$ cat config.mk
export PLATFORM = sky130hd
export DESIGN_NAME = sequenciador_display_flat
export DESIGN_NICKNAME = d
export VERILOG_FILES = /design/src/rtl/sequenciador_display_if.sv /design/src/rtl/sequenciador_display.sv /design/src/flat_wrapper.sv
export SDC_FILE = /design/constraint.sdc
export NUM_CORES = 1
export LEC_CHECK = 0
export ABC_CLOCK_PERIOD_IN_PS = 3600
export CORE_AREA = 2 2 44 46
export CTS_BUF_LIST = sky130_fd_sc_hd__clkbuf_16
export CTS_CLUSTER_DIAMETER = 30
export DETAILED_ROUTE_END_ITERATION = 8
export DIE_AREA = 0 0 46 48
export GPL_ROUTABILITY_DRIVEN = 0
export PLACE_DENSITY = 0.84
export SETUP_SLACK_MARGIN = 0.02
export SLEW_MARGIN = 15
export SYNTH_ARGS = -nofsm -noshare
export SYNTH_HDL_FRONTEND = slang
export SYNTH_SLANG_ARGS = --single-unit
export TNS_END_PERCENT = 30
$ cat constraint.sdc
create_clock -name clock -period 3.6 [get_ports clock]
set_input_delay 0.72 -clock clock [delete_from_list [all_inputs] [get_ports clock]]
set_output_delay 0.72 -clock clock [all_outputs]
set_load 0.02 [all_outputs]
$ cat src/rtl/sequenciador_display_if.sv
// Bundle of selection/control inputs and decoder-drive outputs for the
// coffee machine selection-message display sequencer.
interface sequenciador_display_if;
    logic [1:0] selecao;
    logic       confirma;
    logic       liberar;
    logic       saida1Contador;
    logic       saida2Contador;
    logic [2:0] sel_decoder;
    logic       apagado;
    logic       ocupado;

    modport master (
        output selecao, confirma, liberar,
        input  saida1Contador, saida2Contador, sel_decoder, apagado, ocupado
    );

    modport slave (
        input  selecao, confirma, liberar,
        output saida1Contador, saida2Contador, sel_decoder, apagado, ocupado
    );
endinterface

$ cat src/rtl/sequenciador_display.sv
// Steps the S1/S2/S3 selection-message decoders through their four characters,
// enabling the active decoder and blanking the display while idle or switching.
module sequenciador_display #(
    parameter int DIV_WIDTH  = 4,
    parameter int HOLD_TICKS = 3
) (
    input  logic                 clock,
    input  logic                 reset,
    sequenciador_display_if.slave bus
);

    typedef enum logic [1:0] {
        OCIOSO,
        EXIBE,
        TROCA,
        TRAVADO
    } state_t;

    localparam int HW = (HOLD_TICKS > 1) ? $clog2(HOLD_TICKS) : 1;
    localparam logic [HW-1:0] HOLD_LAST = HW'(HOLD_TICKS - 1);

    state_t               state, next_state;
    logic [DIV_WIDTH-1:0] presc, next_presc;
    logic [HW-1:0]        hold_cnt, next_hold;
    logic [1:0]           idx, next_idx;
    logic [1:0]           sel_reg, next_sel;
    logic [2:0]           sel_dec_q, next_sel_dec;
    logic                 apagado_q, next_apagado;
    logic                 ocupado_q, next_ocupado;
    logic                 tick;

    function automatic logic [2:0] onehot(input logic [1:0] s);
        case (s)
            2'b01:   onehot = 3'b001;
            2'b10:   onehot = 3'b010;
            2'b11:   onehot = 3'b100;
            default: onehot = 3'b000;
        endcase
    endfunction

    assign tick = &presc;

    always_ff @(posedge clock) begin
        if (reset) begin
            state     <= OCIOSO;
            presc     <= '0;
            hold_cnt  <= '0;
            idx       <= 2'b00;
            sel_reg   <= 2'b00;
            sel_dec_q <= 3'b000;
            apagado_q <= 1'b1;
            ocupado_q <= 1'b0;
        end else begin
            state     <= next_state;
            presc     <= next_presc;
            hold_cnt  <= next_hold;
            idx       <= next_idx;
            sel_reg   <= next_sel;
            sel_dec_q <= next_sel_dec;
            apagado_q <= next_apagado;
            ocupado_q <= next_ocupado;
        end
    end

    // Any transition clears the prescaler so each state starts a full tick period.
    always_comb begin
        next_state = state;
        next_presc = presc + DIV_WIDTH'(1);
        next_hold  = hold_cnt;
        next_idx   = idx;
        next_sel   = sel_reg;

        case (state)
            OCIOSO: begin
                next_idx = 2'b00;
                if (bus.selecao != 2'b00) begin
                    next_sel   = bus.selecao;
                    next_hold  = '0;
                    next_state = EXIBE;
                    next_presc = '0;
                end
            end
            EXIBE: begin
                if (tick) begin
                    if (hold_cnt == HOLD_LAST) begin
                        next_idx  = idx + 2'd1;
                        next_hold = '0;
                    end else begin
                        next_hold = hold_cnt + HW'(1);
                    end
                end
                if (bus.selecao == 2'b00) begin
                    next_state = OCIOSO;
                    next_presc = '0;
                    next_hold  = '0;
                    next_idx   = 2'b00;
                end else if (bus.selecao != sel_reg) begin
                    next_state = TROCA;
                    next_sel   = bus.selecao;
                    next_presc = '0;
                    next_hold  = '0;
                    next_idx   = 2'b00;
                end else if (bus.confirma) begin
                    next_state = TRAVADO;
                    next_presc = '0;
                    next_idx   = 2'b11;
                end
            end
            TROCA: begin
                next_idx = 2'b00;
                if (bus.selecao == 2'b00) begin
                    next_state = OCIOSO;
                    next_presc = '0;
                end else begin
                    next_sel = bus.selecao;
                    if (tick) begin
                        next_state = EXIBE;
                        next_presc = '0;
                        next_hold  = '0;
                    end
                end
            end
            TRAVADO: begin
                next_idx = 2'b11;
                if (bus.liberar) begin
                    next_state = OCIOSO;
                    next_presc = '0;
                    next_idx   = 2'b00;
                end
            end
            default: begin
                next_state = OCIOSO;
                next_presc = '0;
                next_hold  = '0;
                next_idx   = 2'b00;
            end
        endcase
    end

    // Outputs are registered from the next-state values so they track state without lag.
    always_comb begin
        next_apagado = (next_state == OCIOSO) || (next_state == TROCA);
        next_ocupado = (next_state == TRAVADO);
        next_sel_dec = 3'b000;
        if ((next_state == EXIBE) || (next_state == TRAVADO)) begin
            next_sel_dec = onehot(next_sel);
        end
    end

    assign bus.saida1Contador = idx[1];
    assign bus.saida2Contador = idx[0];
    assign bus.sel_decoder    = sel_dec_q;
    assign bus.apagado        = apagado_q;
    assign bus.ocupado        = ocupado_q;

endmodule

$ cat src/flat_wrapper.sv
// flat-port wrapper written by rule: the top's interface ports become plain ports
module sequenciador_display_flat 
#(
    parameter int DIV_WIDTH  = 4,
    parameter int HOLD_TICKS = 3
)
  (clock, reset, bus_selecao, bus_confirma, bus_liberar, bus_saida1Contador, bus_saida2Contador, bus_sel_decoder, bus_apagado, bus_ocupado);
  sequenciador_display_if bus_i ();
  input  logic clock;
  input  logic reset;
  input wire logic [$bits(bus_i.selecao)-1:0] bus_selecao;
  input wire logic [$bits(bus_i.confirma)-1:0] bus_confirma;
  input wire logic [$bits(bus_i.liberar)-1:0] bus_liberar;
  output wire logic [$bits(bus_i.saida1Contador)-1:0] bus_saida1Contador;
  output wire logic [$bits(bus_i.saida2Contador)-1:0] bus_saida2Contador;
  output wire logic [$bits(bus_i.sel_decoder)-1:0] bus_sel_decoder;
  output wire logic [$bits(bus_i.apagado)-1:0] bus_apagado;
  output wire logic [$bits(bus_i.ocupado)-1:0] bus_ocupado;
  assign bus_i.selecao = bus_selecao;
  assign bus_i.confirma = bus_confirma;
  assign bus_i.liberar = bus_liberar;
  assign bus_saida1Contador = bus_i.saida1Contador;
  assign bus_saida2Contador = bus_i.saida2Contador;
  assign bus_sel_decoder = bus_i.sel_decoder;
  assign bus_apagado = bus_i.apagado;
  assign bus_ocupado = bus_i.ocupado;
  sequenciador_display #(.DIV_WIDTH(DIV_WIDTH), .HOLD_TICKS(HOLD_TICKS)) u_core (.clock(clock), .reset(reset), .bus(bus_i));
endmodule
==> flow_summary.yaml <==
die:
  dieArea_mm2: 0.00221
  die_height_um: 48
  io_pins: 13
  core_area_mm2: 0.00169
  rows: 15
  die_w_um: 46
  start_util_pct: 52.4
clocking:
  cts_resized: 0
  postCtsHoldBufs: 0
  clock_latency_ns: 0.25
  cts_tree: "yes"
  h-tree-depth: 1
  clkTransAtPathRegs_ns: 0.05
  post_cts_buffers: 0
  cts_num_sinks: 17
  cts_buffer_depth: 2
  cts_buffers: 3
  cts_root_buffer: "clkbuf_16"
timing:
  setup-tns-final_ns: 0
  worst_slew_pin_slew_ns: 0.649
  hold_viol: 0
  setup_violations: 0
  fin_skew_ns: 0.00222
  rsz0062_at_grt: "false"
  slew_headroom_pct: 56.3
  min_period_ns: 2.42
  max_freq_mhz: 413
  period_share_pct: 67.2
  drv_slew: 0
placement:
  dp.cells: 125
  io_buffers: 12
  dp_hpwl_mm: 1.35
pwr:
  sw_frac_of_total_pct: 26.0
  p_seq_share_pct: 41.5
  p_switching_mw: 0.137
  p_leak_nw: 0.375
  combPwrFrac_pct: 17.6
  ir_drop_mv: 0.403
  power_per_cell_area_mw_per_mm2: 492
  p_int_mw: 0.389
  clkPwrFrac_pct: 40.9
cells_and_area:
  mostFrequentLayoutCells: "dfxtp_1 (17), clkdlybuf4s50_1 (12), nor3_1 (9), nand2_1 (7)"
  final_common_cell: "dfxtp_1"
  nets: 120
  final.fill_count: 141
  regMostFlops: "u_core.presc"
  syn_to_final_growth_pct: 20.9
  diodes: 0
  fin_cells: 129
  drive_above_1_share_pct: 6.25
  largest_reg_flops: 4
setup_path:
  critPathRequiredTime_ns: 3.70
  critPathKind: "input port to flop"
  cp-end-kind: "flop"
  r2r_start: "u_core.state[0]"
  worstSetupStartpoint: "bus_selecao[1]"
  worst-path-max-fanout: 11
  worst_setup_path_start_kind: "input port"
  cp.arrival_ns: 2.52
yosys:
  ys_seq_area_share_pct: 38.5
  synth-main-ff-cell: "dfxtp_1"
  synth_largest_type_area_fraction_pct: 38.5
  yosysWarnings: 0
  synth-edff-count: 0
  synth_area_leaders: "dfxtp_1 (38%), nor3_1 (5.1%), nand2b_1 (3.5%), a21oi_1 (3.4%), nand2_1 (3.0%)"
  synth_nets: 108
  ys_seq_elements: 17
  syn_inst: 101
  synth_cell_types: 35
  syn_area_um2: 885
  avgSynthCellArea_um2: 8.76
  yosys.area.top_type: "dfxtp_1"
  synthArstFlopShare_pct: 0
detailed_routing:
  antenna_left: 0
  routed_wl_mm: 1.88
  drt_first_pass_iters: 4
  top_layer: "met4"
  via_count: 816
  route.met3.wl_um: 95
  post-route-drc-count: 0
  via_per_inst: 6.33
  drt-initial-drc-count: 32
  wl_per_cell_um: 14.6
  met2WireLength_um: 876
  wl_met1_um: 866
grt:
  grt_pass1_vias: 724
  grt.overflow.total: 0
  grt.total_usage_pct: 19.0
  grt_max_degree: 15
  grt_pass1_wl_mm: 2.95
  antenna_found_initial: 0
worst_hold_path:
  min_path_type: "flop to flop"
  min_from: "u_core.presc[0]"
job:
  maxCapViolCount: 0
run_status:
  status: "finished, final reports clean"
==> cells in the mapped netlist (all sizes together) (2+ instances only) <==
cell type	number
inv	3
a221oi	2
xor2	3
nor4	2
o41ai	3
nor2	6
a21oi	6
dfxtp	17
a32o	2
or3	3
a22oi	2
o211ai	2
a31oi	2
o21ai	4
nor3b	3
nand3b	2
buf	3
a2111oi	2
clkbuf	2
nor3	9
nand2b	5
nand3	4
nand2	7
==> path summary, 6_finish.rpt <==
kind	end	slack (ns)	cells past startpoint
setup / recovery	u_core.bus.sel_decoder[0]	1.18	5
hold / removal	u_core.presc[0]	0.47	1
setup reg to reg	u_core.bus.sel_decoder[0]	1.86	4
hold reg to reg	u_core.presc[0]	0.47	1
==> cell type report <==
class	instances	area [um2]	share of cell area, %
timing repair buffer	12	120	11.2
clock buffer	3	75.1	7.02
sequential	17	340	31.8
tap	17	21.3	1.99
multi-input combinational	76	498	46.5
inverter	3	11.3	1.05
clock inverter	1	3.75	0.351
==> power groups by stage <==
stage / clock network [mW] / registers (mW) / logic (mW)
floorplan: 0 / 0.220 / 0.0633
global placement: 0 / 0.220 / 0.0891
detailed placement: 0 / 0.221 / 0.0915
CTS: 0.219 / 0.218 / 0.0926
global route: 0.223 / 0.220 / 0.103
finish: 0.215 / 0.218 / 0.0925
==> critical path, stage by stage <==
cell and delay [ns]:
clkdlybuf4s50_1 0.58, nor4_1 0.67, nor3_1 0.13, a22oi_2 0.32, a221oi_1 0.11
==> metrics by stage <==
| step | area [um2] | utilization (%) | worst slack (ns) | power, mW | hold WS [ns] |
|---|---|---|---|---|---|
| final | 1070 | 63.3 | 1.18 | 0.526 | 0.472 |
| after global routing | 1070 | 63.3 | 1.06 | 0.546 | 0.480 |
| after CTS | 1070 | 63.3 | 1.19 | 0.529 | 0.476 |
| after detailed placement | 991 | 58.7 | 0.961 | 0.313 | 0.471 |
| after global placement | 991 | 58.7 | 0.972 | 0.309 | 0.444 |
| after floorplan | 885 | - | 1.68 | 0.284 | 0.433 |
==> metal layers <==
| layer | up-vias | track usage (%) |
|---|---|---|
| li1 | 404 | - |
| met1 | 385 | 23.3 |
| met2 | 20 | 31.4 |
| met3 | 7 | 4.15 |
| met4 | 0 | 9.71 |
| met5 | - | 0 |
==> cell families (layout without fill, tap and decap cells) <==
logic type                 count (synthesis)  in the layout  share of synthesized area [%]
and+or+nand+nor                           44             44                           27.4
AOI/OAI and AO/OA                         27             27                           22.6
DFF                                       17             17                           38.5
buffers and inverters                      8             19                           5.23
xor gates and xnor gates                   4              4                           4.81
adders and majority gates                  1              1                           1.41
Note: power is estimated with default switching activity, not from simulation.
